**config.mk**
```make
export PLATFORM = sky130hd
export DESIGN_NAME = led_chaser_gen_flat
export DESIGN_NICKNAME = d
export VERILOG_FILES = /design/src/rtl/led_chaser_gen_if.sv /design/src/rtl/led_chaser_gen.sv /design/src/flat_wrapper.sv
export SDC_FILE = /design/constraint.sdc
export NUM_CORES = 1
export LEC_CHECK = 0
export ABC_AREA = 1
export BUFFER_PORTS_ARGS = -buffer_cell sky130_fd_sc_hd__buf_4
export CAP_MARGIN = 0
export CORE_MARGIN = 2
export CORE_UTILIZATION = 50
export CTS_CLUSTER_DIAMETER = 150
export DETAILED_ROUTE_END_ITERATION = 7
export GPL_TIMING_DRIVEN = 0
export PLACE_DENSITY = 0.68
export SETUP_SLACK_MARGIN = 0.3
export SLEW_MARGIN = 5
export SYNTH_ARGS = -nofsm -noshare
export SYNTH_HDL_FRONTEND = slang
export SYNTH_SLANG_ARGS = --single-unit
export TNS_END_PERCENT = 100
```
**constraint.sdc**
```tcl
create_clock -name iCLK -period 7.55 [get_ports iCLK]
set_input_delay 2.265 -clock iCLK [delete_from_list [all_inputs] [get_ports iCLK]]
set_output_delay 2.265 -clock iCLK [all_outputs]
set_load 0.01 [all_outputs]
```
**src/rtl/led_chaser_gen_if.sv**
```systemverilog
// -----------------------------------------------------------------------------
// led_chaser_gen_if
// Control and LED drive signals of the LED chaser.
//   master : drives iMODE/iSPEED/iPAUSE/iLOAD, observes oLED/oTICK/oDIR
//   slave  : the chaser itself
// Signals:
//   iMODE  [1:0]        00 bounce, 01 rotate left, 10 rotate right, 11 hold
//   iSPEED [SPD_W-1:0]  step rate select, 0 = slowest
//   iPAUSE              freeze prescaler and pattern
//   iLOAD               synchronous return to start position
//   oLED   [N_LED-1:0]  LED drive, 1 = lit
//   oTICK               one-cycle pulse per step
//   oDIR               bounce direction, 0 = toward MSB
// -----------------------------------------------------------------------------
interface led_chaser_gen_if #(
    parameter int N_LED = 10,
    parameter int SPD_W = 3
);
    logic [1:0]       iMODE;
    logic [SPD_W-1:0] iSPEED;
    logic             iPAUSE;
    logic             iLOAD;
    logic [N_LED-1:0] oLED;
    logic             oTICK;
    logic             oDIR;

    modport master (
        output iMODE, iSPEED, iPAUSE, iLOAD,
        input  oLED, oTICK, oDIR
    );

    modport slave (
        input  iMODE, iSPEED, iPAUSE, iLOAD,
        output oLED, oTICK, oDIR
    );
endinterface

```
**src/rtl/led_chaser_gen.sv**
```systemverilog
// -----------------------------------------------------------------------------
// led_chaser_gen
// Moves a lit window of WIN adjacent LEDs across N_LED outputs. A prescaler
// produces one step decision every 2^(DIV_W-s) cycles (s = clamped iSPEED);
// each step moves the window according to iMODE. All outputs are registered.
// Ports:
//   iCLK    system clock
//   iRST_n  asynchronous active-low reset
//   bus     led_chaser_gen_if.slave (mode/speed/pause/load in, LED/tick/dir out)
// -----------------------------------------------------------------------------
module led_chaser_gen #(
    parameter int N_LED = 10,
    parameter int WIN   = 3,
    parameter int DIV_W = 21,
    parameter int SPD_W = 3
) (
    input  logic              iCLK,
    input  logic              iRST_n,
    led_chaser_gen_if.slave   bus
);
    localparam int                   PW       = $clog2(N_LED) + 1;
    localparam logic [PW-1:0]        PMAX     = PW'(N_LED - WIN);
    localparam logic [PW-1:0]        PLAST    = PW'(N_LED - 1);
    localparam int unsigned          SMAX     = DIV_W - 1;
    localparam logic [N_LED-1:0]     LED_INIT = {{(N_LED-WIN){1'b0}}, {WIN{1'b1}}};

    logic [DIV_W-1:0] r_cnt;
    logic [PW-1:0]    r_pos;
    logic             r_dir;
    logic             r_tick;
    logic [N_LED-1:0] r_led;

    int unsigned      w_shift;
    logic [DIV_W-1:0] w_term;
    logic             w_step;
    logic [PW-1:0]    w_pos_nxt;
    logic             w_dir_nxt;

    // Bit i lit when its distance above pos (mod N_LED) is inside the window.
    function automatic logic [N_LED-1:0] f_window(input logic [PW-1:0] p);
        logic [N_LED-1:0] f;
        logic [PW-1:0]    d;
        f = '0;
        for (int i = 0; i < N_LED; i++) begin
            d = PW'(i) + PW'(N_LED) - p;
            if (d >= PW'(N_LED))
                d = d - PW'(N_LED);
            f[i] = (d < PW'(WIN));
        end
        return f;
    endfunction

    // Terminal count 2^(DIV_W-s)-1 is simply all-ones shifted right by s.
    always_comb begin
        w_shift = (32'(bus.iSPEED) > SMAX) ? SMAX : 32'(bus.iSPEED);
        w_term  = {DIV_W{1'b1}} >> w_shift;
        w_step  = !bus.iPAUSE && (r_cnt >= w_term);
    end

    always_comb begin
        w_pos_nxt = r_pos;
        w_dir_nxt = r_dir;
        case (bus.iMODE)
            2'b00: begin
                if (r_pos > PMAX) begin
                    w_pos_nxt = PMAX;
                end else if (!r_dir) begin
                    // Already at the top while heading up: turn around.
                    if (r_pos == PMAX) begin
                        w_pos_nxt = PMAX - PW'(1);
                        w_dir_nxt = 1'b1;
                    end else begin
                        w_pos_nxt = r_pos + PW'(1);
                    end
                end else begin
                    // Already at the bottom while heading down: turn around.
                    if (r_pos == '0) begin
                        w_pos_nxt = PW'(1);
                        w_dir_nxt = 1'b0;
                    end else begin
                        w_pos_nxt = r_pos - PW'(1);
                    end
                end
                if (w_pos_nxt == PMAX)
                    w_dir_nxt = 1'b1;
                else if (w_pos_nxt == '0)
                    w_dir_nxt = 1'b0;
            end
            2'b01:   w_pos_nxt = (r_pos == PLAST) ? '0 : r_pos + PW'(1);
            2'b10:   w_pos_nxt = (r_pos == '0) ? PLAST : r_pos - PW'(1);
            default: ;
        endcase
    end

    always_ff @(posedge iCLK or negedge iRST_n) begin
        if (!iRST_n) begin
            r_cnt  <= '0;
            r_pos  <= '0;
            r_dir  <= 1'b0;
            r_tick <= 1'b0;
            r_led  <= LED_INIT;
        end else if (bus.iLOAD) begin
            r_cnt  <= '0;
            r_pos  <= '0;
            r_dir  <= 1'b0;
            r_tick <= 1'b0;
            r_led  <= LED_INIT;
        end else if (bus.iPAUSE) begin
            r_tick <= 1'b0;
        end else if (w_step) begin
            r_cnt  <= '0;
            r_pos  <= w_pos_nxt;
            r_dir  <= w_dir_nxt;
            r_tick <= 1'b1;
            r_led  <= f_window(w_pos_nxt);
        end else begin
            r_cnt  <= r_cnt + DIV_W'(1);
            r_tick <= 1'b0;
        end
    end

    assign bus.oLED  = r_led;
    assign bus.oTICK = r_tick;
    assign bus.oDIR  = r_dir;
endmodule
```
**src/flat_wrapper.sv**
```systemverilog
// flat-port wrapper written by rule: the top's interface ports become plain ports
module led_chaser_gen_flat 
#(
    parameter int N_LED = 10,
    parameter int WIN   = 3,
    parameter int DIV_W = 21,
    parameter int SPD_W = 3
)
  (iCLK, iRST_n, bus_iMODE, bus_iSPEED, bus_iPAUSE, bus_iLOAD, bus_oLED, bus_oTICK, bus_oDIR);
  led_chaser_gen_if #(.N_LED(N_LED), .SPD_W(SPD_W)) bus_i ();
  input  logic iCLK;
  input  logic iRST_n;
  input wire logic [$bits(bus_i.iMODE)-1:0] bus_iMODE;
  input wire logic [$bits(bus_i.iSPEED)-1:0] bus_iSPEED;
  input wire logic [$bits(bus_i.iPAUSE)-1:0] bus_iPAUSE;
  input wire logic [$bits(bus_i.iLOAD)-1:0] bus_iLOAD;
  output wire logic [$bits(bus_i.oLED)-1:0] bus_oLED;
  output wire logic [$bits(bus_i.oTICK)-1:0] bus_oTICK;
  output wire logic [$bits(bus_i.oDIR)-1:0] bus_oDIR;
  assign bus_i.iMODE = bus_iMODE;
  assign bus_i.iSPEED = bus_iSPEED;
  assign bus_i.iPAUSE = bus_iPAUSE;
  assign bus_i.iLOAD = bus_iLOAD;
  assign bus_oLED = bus_i.oLED;
  assign bus_oTICK = bus_i.oTICK;
  assign bus_oDIR = bus_i.oDIR;
  led_chaser_gen #(.N_LED(N_LED), .WIN(WIN), .DIV_W(DIV_W), .SPD_W(SPD_W)) u_core (.iCLK(iCLK), .iRST_n(iRST_n), .bus(bus_i));
endmodule
```
==> summary.md, run 1 <==
* **Core Footprint** 7331 um^2
* **Sinks on Clock Net** 38
* **First-pass DRT Iterations** 4
* **count of buffer and inverter cells on the critical path** 7
* **Yosys warning total** 0
* **Max rail drop VDD** 0.05742 mV
* **status** completed
* **Synth area leaders** dfrtp_1 (23%), nand2_1 (14%), ha_1 (11%)
* **number of global-route vias before repair** 3342
* **Via-to-Cell Ratio** 5.156
* **maximum fanout encountered on the critical timing path** 14
* **final hold slack** 480.9 ps
* **top layer reached by signal wires** met4
* **critical path class** input pin to flip-flop
* **Post-DP HPWL** 6953 um
* **share of the yosys chip area belonging to registers** 24.83%
* **Chip Width** 91.69 um
* **area leader, netlist** dfrtp_1
* **cell at the root of the clock tree** clkbuf_8
* **global router's overall resource usage** 22.43%
* **Post-Synthesis Net Count** 590
* **wirelength, routed** 8834 um
* **top cell types by occurrence after synthesis** nand2_1 (148), inv_1 (65), nor2_1 (54)
* **worst slew pin tran** 478.5 ps
* **final critical-path required period** 4657 ps
* **unrepaired setup endpoints after global routing** false
* **number of distinct library cells after synthesis** 45
* **instance count of the mapped netlist** 548
* **cts bufs inserted** 5
* **worst hold path depth** 2
* **number of nets in the final layout** 617
* **count of pins over their slew limit** 0
* **worst-case register-to-register setup slack** 3960 ps
* **Die Y** 91.69 um
* **Hold/Removal Path Class** flip-flop to flip-flop
* **Met3 Wirelength** 162 um
* **Worst Setup End Kind** flip-flop
* **summed negative setup slack over all endpoints** 0 ps
* **capture endpoint of the worst hold path** u_core.bus.oLED[4]
* **cell family contributing the most delay on the critical path** simple AND/OR/NAND/NOR gates
* **leakage power** 2.195 nW
* **Core Rows** 31
* **Final setup viols** 0
* **fraction of final layout cells with drive strength greater than 1** 18.23%
* **cell with the most instances on the worst path** nand2_1
* **crit path setup slack, layout** 2893 ps
* **minimum setup slack after placement** 2635 ps
* **post-cts hold buffer count** 0
* **largest stage delay on the critical path** 260 ps
* **startpoint of the worst-slack reg-to-reg timing path** u_core.r_pos[0]
* **DIE AREA** 8407 um^2
* **TritonCTS clock tree** done
* **top-count cell post-synth** nand2_1
* **Max H-tree Level** 2
* **start point of the worst min-delay path** u_core.bus.oLED[4]
* **number of port buffers** 20
* **required time of the worst setup path** 7780 ps
* **largest net degree at the start of global routing** 39
* **total congestion overflow** 0
* **Clock Skew** 7.137 ps
* **data arrival time at the worst-slack endpoint** 4890 ps
* **initial antenna violation count** 0
* **total number of cells along the worst setup path** 25
* **max-capacitance violation count** 0
* **proportion of netlist area held by the largest area contributor** 22.78%
* **cell area power density** 113.9 nW/um^2
* **mean area per synthesized cell** 7.016 um^2
* **crit start category** input pin
* **count of antenna-violating nets left after detailed routing** 0
* **cell area after synthesis** 3845 um^2
* **WL met2** 4353 um
* **Max Fclk** 0.2147 GHz
* **count of buffers added by post-CTS timing repair for setup** 0
* **via total after detailed routing** 3480
* **library cell contributing the largest single delay on the critical path** ha_1
* **DRT iter0 DRCs** 148
* **Worst Reg2Reg Path Length in Cells** 29
* **Primary FF master, synth** dfrtp_1
* **crit share post-route** 61.69%
* **routed wire length per instance** 13.09 um
* **count of pins on the block boundary** 21
* **#FFs+latches synth** 38
* **synthesis-to-finish area growth** 9.502%
* **latest clock arrival within the worst-skew pair** 290 ps
* **first-pass GRT wire length** 15480 um
* **Clock Pin Slew Worst Setup and Hold Paths** 70 ps
* **number of resized instances in the post-cts repair step** 0
* **DRC violations left** 0
* **number of buffers on the longest clock path** 2
* **Rel. slew slack** 68.10%
* **total count of hold-check failures in the final report** 0
* **worst reg2reg path endpoint** u_core.bus.oLED[8]
* **routability-driven placement congestion ratio** 0.9065
* **number of flops mapped to enable cells by yosys** 0
* **share of synthesized flip-flops with an asynchronous set or reset** 100.0%
* **wl on met1** 4196 um
* **antenna diode instance count** 0
* **starting utilization of the core area** 52.45%
[power by group]
group | switching (mW) | leakage [nW] | internal, mW
Clock | 0.0684 | 0.0482 | 0.0736
Sequential | 0.00100 | 0.519 | 0.205
Combinational | 0.0855 | 1.63 | 0.0462
[cell type report]
class / count / area (um^2)
Buffer: 9 / 88.84
Clock buffer: 7 / 86.33
Timing Repair Buffer: 20 / 150.1
Tap cell: 99 / 123.9
Fill cell: 712 / 3120
Inverter: 76 / 287.8
Multi-Input combinational cell: 425 / 2514
Clock inverter: 1 / 5.005
Sequential cell: 38 / 954.7
[worst max path at each step]
stage / from / to / slack [ps]
3_3_place_gp: bus_iMODE[0] / u_core.bus.oLED[0] / 2660
2_1_floorplan: bus_iMODE[0] / u_core.bus.oLED[0] / 3140
3_5_place_dp: bus_iMODE[0] / u_core.bus.oLED[8] / 2630
6_report: bus_iMODE[0] / u_core.bus.oLED[8] / 2890
5_1_grt: bus_iMODE[0] / u_core.bus.oLED[8] / 2600
4_1_cts: bus_iMODE[0] / u_core.bus.oLED[0] / 2940
[stage by stage]
stage / area, um^2 / util [%] / std cells / total power, mW
after floorplan: 3845 / - / 548 / 0.3083
after global placement: 4119 / 56.19 / 667 / 0.3373
after detailed placement: 4119 / 56.19 / 667 / 0.3405
after CTS: 4210 / 57.43 / 675 / 0.4855
after global routing: 4210 / 57.43 / 675 / 0.5114
final: 4210 / 57.43 / 675 / 0.4794
[cells in the final DEF, fill, tap and decap left out, drive strengths merged, types with 3 or more instances in the layout]
master and count:
nand2 168, inv 76, nor2 67, nand3 50, dfrtp 35, ha 33
buf 29, o21ai 25, a21oi 18, xor2 17, nand4 11, clkbuf 7
xnor2 7, o22ai 6, nor3 4, nor4 4, nor3b 3, dfstp 3
[logic make-up (layout without fill, tap and decap cells)]
group / count (synthesis) / in the layout / synth area share [%]
xor+xnor: 24 / 24 / 6.736
simple gates: 311 / 311 / 38.95
fa+ha+maj: 33 / 33 / 10.74
buf+inv: 85 / 113 / 9.795
compound gates: 57 / 57 / 8.949
flops: 38 / 38 / 24.83
[metal layers]
| metal | global-route usage (%) | vias up |
|---|---|---|
| met1 | 29.51 | 1615 |
| met5 | 0 | - |
| met3 | 1.808 | 9 |
| met4 | 6.468 | 0 |
| met2 | 39.46 | 43 |
| li1 | - | 1813 |
[flip-flops by register name, indices dropped and copies added (netlist names)]
register and count:
u_core.r_cnt 21, u_core.bus.oLED 10, u_core.r_pos 5, u_core.bus.oDIR 1, u_core.bus.oTICK 1
[worst reg2reg max path: cells and delay by family, from the launching register on]
kind / cells / cell delay [ps]
buf+inv: 7 / 830
compound gates: 2 / 140
simple gates: 17 / 1390
flops: 1 / 490
fa+ha+maj: 3 / 660
No activity file was read; power rests on OpenSTA's default activity.
==> inputs of run 2 (changes only) <==
--- a/config.mk
+++ b/config.mk
@@ -5,7 +5,7 @@
 export SDC_FILE = /design/constraint.sdc
 export NUM_CORES = 1
 export LEC_CHECK = 0
-export ABC_AREA = 1
+export ABC_AREA = 0
 export BUFFER_PORTS_ARGS = -buffer_cell sky130_fd_sc_hd__buf_4
 export CAP_MARGIN = 0
 export CORE_MARGIN = 2
==> constraint.sdc (replaced) <==
create_clock -name iCLK -period 4.72 [get_ports iCLK]
set_input_delay 1.416 -clock iCLK [delete_from_list [all_inputs] [get_ports iCLK]]
set_output_delay 1.416 -clock iCLK [all_outputs]
set_load 0.01 [all_outputs]
==> summary.md, run 2 <==
* **fraction of final layout cells with drive strength greater than 1** 14.56%, was 18.23%
* **number of flops mapped to enable cells by yosys** 0, unchanged
* **DRT iter0 DRCs** 152, was 148
* **first-pass GRT wire length** 15340 um, was 15480 um
* **multiplexer share of the synthesized area** 0.8092%, was 0%
* **cell count after placement** 563, was 667
* **number of nets in the final layout** 515, was 617
* **Clock Skew** 7.709 ps, was 7.137 ps
* **number of global-route vias before repair** 3150, was 3342
* **max-capacitance violation count** 0, unchanged
* **Worst Reg2Reg Path Length in Cells** 16, was 29
* **Worst Setup End Kind** flip-flop, unchanged
* **Post-DP HPWL** 6769 um, was 6953 um
* **net switching fraction of the power** 31.37%, was 32.31%
* **Synth area leaders** dfrtp_1 (24%), ha_1 (11%), xor2_1 (5.0%), was dfrtp_1 (23%), nand2_1 (14%), ha_1 (11%)
* **total count of hold-check failures in the final report** 0, unchanged
* **DIE AREA** 8127 um^2, was 8407 um^2
* **Core Footprint** 7214 um^2, was 7331 um^2
* **TritonCTS clock tree** done, unchanged
* **count of pins on the block boundary** 21, unchanged
* **Clock Pin Slew Worst Setup and Hold Paths** 70 ps, about the same
* **synthesis-to-finish area growth** 10.86%, was 9.502%
* **Via-to-Cell Ratio** 5.918, was 5.156
* **Hold/Removal Path Class** flip-flop to flip-flop, unchanged
* **Die Y** 90.15 um, was 91.69 um
* **required time of the worst setup path** 4890 ps, was 7780 ps
* **Chip Width** 90.15 um, was 91.69 um
* **Filler cells** 673, was 712
* **simple-gate area share of the yosys netlist** 23.87%, was 38.95%
* **crit share post-route** 87.91%
* **status** completed, unchanged
* **Max rail drop VDD** 0.1929 mV, was 0.05742 mV
* **commonest non-fill, non-tap cell in the layout** nand2_1, unchanged
* **latest clock arrival within the worst-skew pair** 290 ps, about the same
* **Finished Core Util** 57.02%, was 57.43%
* **number of distinct library cells after synthesis** 81, was 45
* **relative contribution of sequential cells to total power** 43.9%, was 42.9%
* **instance count of the mapped netlist** 445, was 548
* **cell area after placement** 3978 um^2, was 4119 um^2
* **area taken by multi-input logic gates** 2531 um^2, was 2514 um^2
* **critical path class** input pin to flip-flop, unchanged
* **main combinational cell family by area after synthesis** simple AND/OR/NAND/NOR gates, unchanged
* **worst-case register-to-register setup slack** 580 ps, was 3960 ps
* **First-pass DRT Iterations** 5, was 4
* **crit start category** input pin, unchanged
* **largest net degree at the start of global routing** 39, unchanged
* **share of synthesized flip-flops with an asynchronous set or reset** 100.0%, unchanged
* **area fraction in compound gates after synthesis** 23.13%, was 8.949%
* **leakage power** 1.806 nW, was 2.195 nW
* **cell area power density** 182.4 nW/um^2, was 113.9 nW/um^2
* **data arrival time at the worst-slack endpoint** 4320 ps, was 4890 ps
* **mean area per synthesized cell** 8.339 um^2, was 7.016 um^2
* **routability-driven placement congestion ratio** 0.9271, was 0.9065
* **cts bufs inserted** 5, unchanged
* **Post-Synthesis Net Count** 487, was 590
* **number of flip-flops in the largest register** 21, unchanged
* **final standard cell count with taps included and fillers excluded** 573, was 675
* **xor/xnor cell area share of the yosys netlist** 8.496%, was 6.736%
* **Sequential cell area** 954.7 um^2, unchanged
* **starting utilization of the core area** 51.44%, was 52.45%
* **number of buffers on the longest clock path** 2, unchanged
* **DRC violations left** 0, unchanged
* **maximum fanout encountered on the critical timing path** 10, was 14
* **commonest cells after routing, fill and taps aside** nand2_1 (40), nor2_1 (35), dfrtp_1 (35), ha_1 (32), a21oi_1 (28), was nand2_1 (148), inv_1 (65), nor2_1 (54), nand3_1 (44), dfrtp_1 (35)
* **worst slew pin tran** 687.9 ps, was 478.5 ps
* **initial antenna violation count** 0, unchanged
* **cell area after synthesis** 3711 um^2, was 3845 um^2
* **final critical-path required period** 4149 ps
* **top register by number of flip-flops** u_core.r_cnt, unchanged
* **wirelength, routed** 9104 um, was 8834 um
* **count of antenna-violating nets left after detailed routing** 0, unchanged
* **top cell types by occurrence after synthesis** nand2_1 (40), dfrtp_1 (35), nor2_1 (35), was nand2_1 (148), inv_1 (65), nor2_1 (54)
* **routed wire length per instance** 15.89 um, was 13.09 um
* **antenna diode instance count** 0, unchanged
* **summed negative setup slack over all endpoints** 0 ps, unchanged
* **unrepaired setup endpoints after global routing** false, unchanged
* **#FFs+latches synth** 38, unchanged
* **share of the yosys chip area belonging to registers** 25.72%, was 24.83%
* **Yosys warning total** 0, unchanged
* **count of pins over their slew limit** 0, unchanged
* **relative contribution of the clock network to total power** 31.0%, was 29.6%
* **Int Pwr** 515.1 uW, was 324.5 uW
* **number of port buffers** 19, was 20
* **combinational share of power** 25.2%, was 27.5%
* **startpoint of the worst-slack reg-to-reg timing path** u_core.r_pos[0], unchanged
* **global router's overall resource usage** 22.96%, was 22.43%
* **Sinks on Clock Net** 38, unchanged
* **via total after detailed routing** 3391, was 3480
* **switching pwr** 235.4 uW, was 154.9 uW
* **Final Instance Area** 4114 um^2, was 4210 um^2
* **Synth Area in Adders** 11.13%, was 10.74%
* **Critical path origin** bus_iMODE[0], unchanged
* **Max H-tree Level** 2, unchanged
* **total congestion overflow** 0, unchanged
* **Max Fclk** 0.2410 GHz
* **Core Rows** 31, unchanged
* **Primary FF master, synth** dfrtp_1, unchanged
* **Rel. slew slack** 54.14%, was 68.10%
* **proportion of netlist area held by the largest area contributor** 23.60%, was 22.78%
* **Final setup viols** 0, unchanged
* **area leader, netlist** dfrtp_1, unchanged
* **worst reg2reg path endpoint** u_core.bus.oLED[6], was u_core.bus.oLED[8]
* **capturing instance or port of the critical path** u_core.bus.oLED[6], was u_core.bus.oLED[8]
* **top-count cell post-synth** nand2_1, unchanged
* **cell at the root of the clock tree** clkbuf_8, unchanged
## run 2: changes by cell type in the layout (fill, tap and decap cells not counted), moves of 9 or more
cell      delta
nand2_1    -108
inv_1       -39
nor2_1      -19
nand3_1     -22
nand2_2     -12
nor2_2       -9
xnor2_1     +10
nand2b_1    +12
a21oi_1     +14
inv_2        -9
## run 2: final cells by class
class,count,share of cell area (%)
well taps,99,3.011
plain buffers,23,3.589
clock inverters,1,0.1217
flip-flops and latches,38,23.21
multi-input cells,356,61.53
clock buffers,7,2.099
inverters,28,2.616
repair buffers,21,3.832
## run 2: layer usage
layer	part of all wire (%)	wire (um)	vias up	track usage, %
li1	-	-	1671	-
met1	49	4474	1605	33.00
met2	44	4043	106	35.09
met3	5.3	484	9	4.107
met4	1.1	102	0	7.308
met5	0	0	-	0
## run 2: kinds of logic (layout without fill, tap and decap cells)
group / count (synthesis) / count (layout)
buffers and inverters: 51 / 80
multiplexers: 3 / 3
flip-flops: 38 / 38
XOR/XNOR: 36 / 36
AND/OR/NAND/NOR: 168 / 168
adder cells (fa/ha/maj): 33 / 33
AO/OA/AOI/OAI: 116 / 116
## run 2: power by group through the flow
| stage | sequential (mW) | clock [mW] | combinational (mW) |
|---|---|---|---|
| floorplan | 0.335 | 0 | 0.134 |
| global placement | 0.335 | 0 | 0.180 |
| detailed placement | 0.335 | 0 | 0.184 |
| CTS | 0.329 | 0.236 | 0.185 |
| global route | 0.329 | 0.253 | 0.211 |
| finish | 0.329 | 0.232 | 0.189 |
## run 2: through the flow
step / setup WS (ps) / power, mW / hold slack [ps]
after floorplan: 522.3 / 0.4686 / 496.6
after global placement: 127.0 / 0.5157 / 514.7
after detailed placement: 65.31 / 0.5196 / 523.5
after CTS: 311.3 / 0.7499 / 544.5
after global routing: 305.1 / 0.7932 / 568.9
final: 570.7 / 0.7505 / 542.2
## run 2: what timing repair did
item                       CTS  global route
buffers inserted             0             2
setup endpoints to repair    1             3
hold buffers                 0             0
pin swaps                    0             1
resized for setup            1             5
## run 2: how the worst min path moves through the flow
stage	startpoint	endpoint	slack [ps]	cells past startpoint
6_report	u_core.r_cnt[11]	u_core.r_cnt[11]	540	2
5_1_grt	u_core.bus.oLED[9]	u_core.bus.oLED[9]	570	2
4_1_cts	u_core.r_cnt[9]	u_core.r_cnt[9]	540	2
3_5_place_dp	u_core.r_cnt[9]	u_core.r_cnt[9]	520	2
3_3_place_gp	u_core.r_cnt[13]	u_core.r_cnt[13]	510	2
2_1_floorplan	u_core.r_cnt[11]	u_core.r_cnt[11]	500	2
## run 2: worst max-delay path, cell delays in order
cell and delay [ps]:
buf_2 150, buf_2 200, a21oi_1 250, o22ai_4 170, buf_4 210, ha_1 340
clkbuf_1 330, inv_1 220, ha_1 330, and3_1 190, o2111ai_1 190, a211oi_1 80
a211o_1 240
==> inputs of run 3 (changes only) <==
--- a/config.mk
+++ b/config.mk
@@ -9,11 +9,11 @@
 export BUFFER_PORTS_ARGS = -buffer_cell sky130_fd_sc_hd__buf_4
 export CAP_MARGIN = 0
 export CORE_MARGIN = 2
-export CORE_UTILIZATION = 50
+export CORE_UTILIZATION = 40
 export CTS_CLUSTER_DIAMETER = 150
 export DETAILED_ROUTE_END_ITERATION = 7
 export GPL_TIMING_DRIVEN = 0
-export PLACE_DENSITY = 0.68
+export PLACE_DENSITY = 0.57
 export SETUP_SLACK_MARGIN = 0.3
 export SLEW_MARGIN = 5
 export SYNTH_ARGS = -nofsm -noshare
==> summary.md, run 3 (synthesis results as in run 2) <==
* **Max H-tree Level** 2, unchanged
* **Final setup viols** 0, unchanged
* **antenna diode instance count** 0, unchanged
* **unrepaired setup endpoints after global routing** false, unchanged
* **crit share post-route** 87.18%, was 87.91%
* **number of flip-flops in the largest register** 21, unchanged
* **total congestion overflow** 0, unchanged
* **DRC violations left** 0, unchanged
* **crit start category** flip-flop, was input pin
* **worst-case register-to-register setup slack** 610 ps, was 580 ps
* **Core Rows** 35, was 31
* **routability-driven placement congestion ratio** 0.8761, was 0.9271
* **TritonCTS clock tree** done, unchanged
* **cell with the most instances on the worst path** ha_1
* **Rel. slew slack** 55.56%, was 54.14%
* **count of antenna-violating nets left after detailed routing** 0, unchanged
* **Clock Pin Slew Worst Setup and Hold Paths** 100 ps, was 70 ps
* **library cell contributing the largest single delay on the critical path** nor4b_4, was ha_1
* **Core Footprint** 9109 um^2, was 7214 um^2
* **status** completed, unchanged
* **Sinks on Clock Net** 38, unchanged
* **First-pass DRT Iterations** 4, was 5
* **Max rail drop VDD** 0.1054 mV, was 0.1929 mV
* **number of global-route vias before repair** 3195, was 3150
* **Chip Width** 100.3 um, was 90.15 um
* **cell at the root of the clock tree** clkbuf_8, unchanged
* **Hold/Removal Path Class** flip-flop to flip-flop, unchanged
* **Post-DP HPWL** 7050 um, was 6769 um
* **Clock Skew** 17.17 ps, was 7.709 ps
* **Die Y** 100.3 um, was 90.15 um
* **data arrival time at the worst-slack endpoint** 4320 ps, about the same
* **latest clock arrival within the worst-skew pair** 310 ps, was 290 ps
* **required time of the worst setup path** 4930 ps, was 4890 ps
* **initial antenna violation count** 0, unchanged
* **leakage power** 1.819 nW, was 1.806 nW
* **via total after detailed routing** 3305, was 3391
* **largest stage delay on the critical path** 430 ps, was 340 ps
* **maximum fanout encountered on the critical timing path** 14, was 10
* **final critical-path required period** 4115 ps, was 4149 ps
* **max-capacitance violation count** 0, unchanged
* **wirelength, routed** 9598 um, was 9104 um
* **worst reg2reg path endpoint** u_core.bus.oLED[6], unchanged
* **DIE AREA** 10060 um^2, was 8127 um^2
* **fraction of final layout cells with drive strength greater than 1** 15.13%, was 14.56%
* **commonest non-fill, non-tap cell in the layout** nand2_1, unchanged
* **count of pins over their slew limit** 0, unchanged
* **synthesis-to-finish area growth** 11.73%, was 10.86%
* **number of buffers on the longest clock path** 2, unchanged
* **commonest cells after routing, fill and taps aside** nand2_1 (40), nor2_1 (35), dfrtp_1 (35), ha_1 (33), a21oi_1 (28), was nand2_1 (40), nor2_1 (35), dfrtp_1 (35), ha_1 (32), a21oi_1 (28)
* **number of nets in the final layout** 517, was 515
* **starting utilization of the core area** 40.74%, was 51.44%
* **cts bufs inserted** 5, unchanged
* **summed negative setup slack over all endpoints** 0 ps, unchanged
* **top register by number of flip-flops** u_core.r_cnt, unchanged
* **routed wire length per instance** 16.35 um, was 15.89 um
* **number of port buffers** 19, unchanged
* **first-pass GRT wire length** 16110 um, was 15340 um
* **Filler cells** 925, was 673
* **Critical Path, Cell by Cell** buf_2, inv_1, ha_1, nor4b_4, o21ai_0, a21oi_2, o32ai_4, inv_4, buf_8, ha_1, clkbuf_2, nor2_1, o211ai_1, o2111ai_2, ha_1, and3_1, o2111ai_1, a211oi_1, a211o_1, was buf_2, buf_2, a21oi_1, o22ai_4, buf_4, ha_1, clkbuf_1, inv_1, ha_1, and3_1, o2111ai_1, a211oi_1, a211o_1
* **DRT iter0 DRCs** 220, was 152
* **final standard cell count with taps included and fillers excluded** 587, was 573
* **area taken by multi-input logic gates** 2529 um^2, was 2531 um^2
* **cell count after placement** 575, was 563
* **total count of hold-check failures in the final report** 0, unchanged
* **overall power consumption** 775.2 uW, was 750.5 uW
* **startpoint of the worst-slack reg-to-reg timing path** u_core.r_pos[0], unchanged
* **global router's overall resource usage** 20.09%, was 22.96%
* **largest net degree at the start of global routing** 39, unchanged
* **capture endpoint of the worst hold path** u_core.r_cnt[13], was u_core.r_cnt[11]
* **cell area power density** 186.9 nW/um^2, was 182.4 nW/um^2
* **start point of the worst min-delay path** u_core.r_cnt[13], was u_core.r_cnt[11]
* **post-cts hold buffer count** 0, unchanged
* **Worst Reg2Reg Path Length in Cells** 19, was 16
* **Max Fclk** 0.2430 GHz, was 0.2410 GHz
* **Via-to-Cell Ratio** 5.630, was 5.918
* **Sequential cell area** 954.7 um^2, unchanged
* **critical path class** flip-flop to flip-flop, was input pin to flip-flop
* **count of buffer and inverter cells on the critical path** 5, unchanged
* **cell family contributing the most delay on the critical path** compound AO/OA/AOI/OAI gates, was buffers and inverters
* **count of pins on the block boundary** 21, unchanged
* **worst hold path depth** 2, unchanged
* **worst slew pin tran** 666.5 ps, was 687.9 ps
* **Worst Setup End Kind** flip-flop, unchanged
==> run 3: cell type report <==
type | instances | area share, %
multi-input combinational | 356 | 60.98
sequential | 38 | 23.02
timing repair buffer | 23 | 4.164
buffer | 23 | 3.591
tap | 111 | 3.349
inverter | 28 | 2.595
clock buffer | 6 | 1.992
clock inverter | 2 | 0.3017
==> run 3: through the flow <==
| step | instance area, um^2 | utilization, % | setup WS, ps | hold WS [ps] |
|---|---|---|---|---|
| floorplan | 3711 | - | 522.3 | 496.6 |
| global placement | 3993 | 43.83 | 73.62 | 516.6 |
| detailed placement | 3993 | 43.83 | 41.53 | 528.4 |
| CTS | 4096 | 44.97 | 311.0 | 546.2 |
| global route | 4146 | 45.52 | 302.3 | 579.0 |
| finish | 4146 | 45.52 | 605.2 | 540.9 |
==> run 3: routing by layer <==
metal	track usage, %	wire length (um)
met4	5.901	146
met1	28.45	4770
met5	0	0
met2	31.80	4342
met3	2.925	338
==> run 3: power by group <==
part | internal (mW) | switching [mW]
sequential | 0.327 | 0.00194
clock | 0.118 | 0.136
combinational | 0.0713 | 0.121
total | 0.516 | 0.259
==> run 3: timing repair <==
item | 4_1_cts | 5_1_grt
pin swaps | 0 | 2
setup buffers | 0 | 4
gates resized for setup | 1 | 6
cloned | 0 | 0
setup endpoints to repair | 1 | 3
==> run 3: worst register-to-register path, delay by kind of cell, from the launching register on <==
kind / cells / cell delay, ps
adders and majority gates: 3 / 820
buffers and inverters: 5 / 780
DFF: 1 / 410
AOI/OAI and AO/OA: 8 / 1320
and+or+nand+nor: 3 / 680
==> run 3: worst max-delay path by stage <==
stage                         start                  to  slack, ps  cells after the start
floorplan              bus_iMODE[0]  u_core.bus.oLED[6]        520                     15
global placement       bus_iMODE[0]  u_core.bus.oLED[6]         70                     15
detailed placement     bus_iMODE[0]  u_core.bus.oLED[6]         40                     15
CTS                 u_core.r_pos[1]  u_core.bus.oLED[6]        310                     19
global route        u_core.r_pos[0]  u_core.bus.oLED[8]        300                     17
finish              u_core.r_pos[0]  u_core.bus.oLED[6]        610                     19
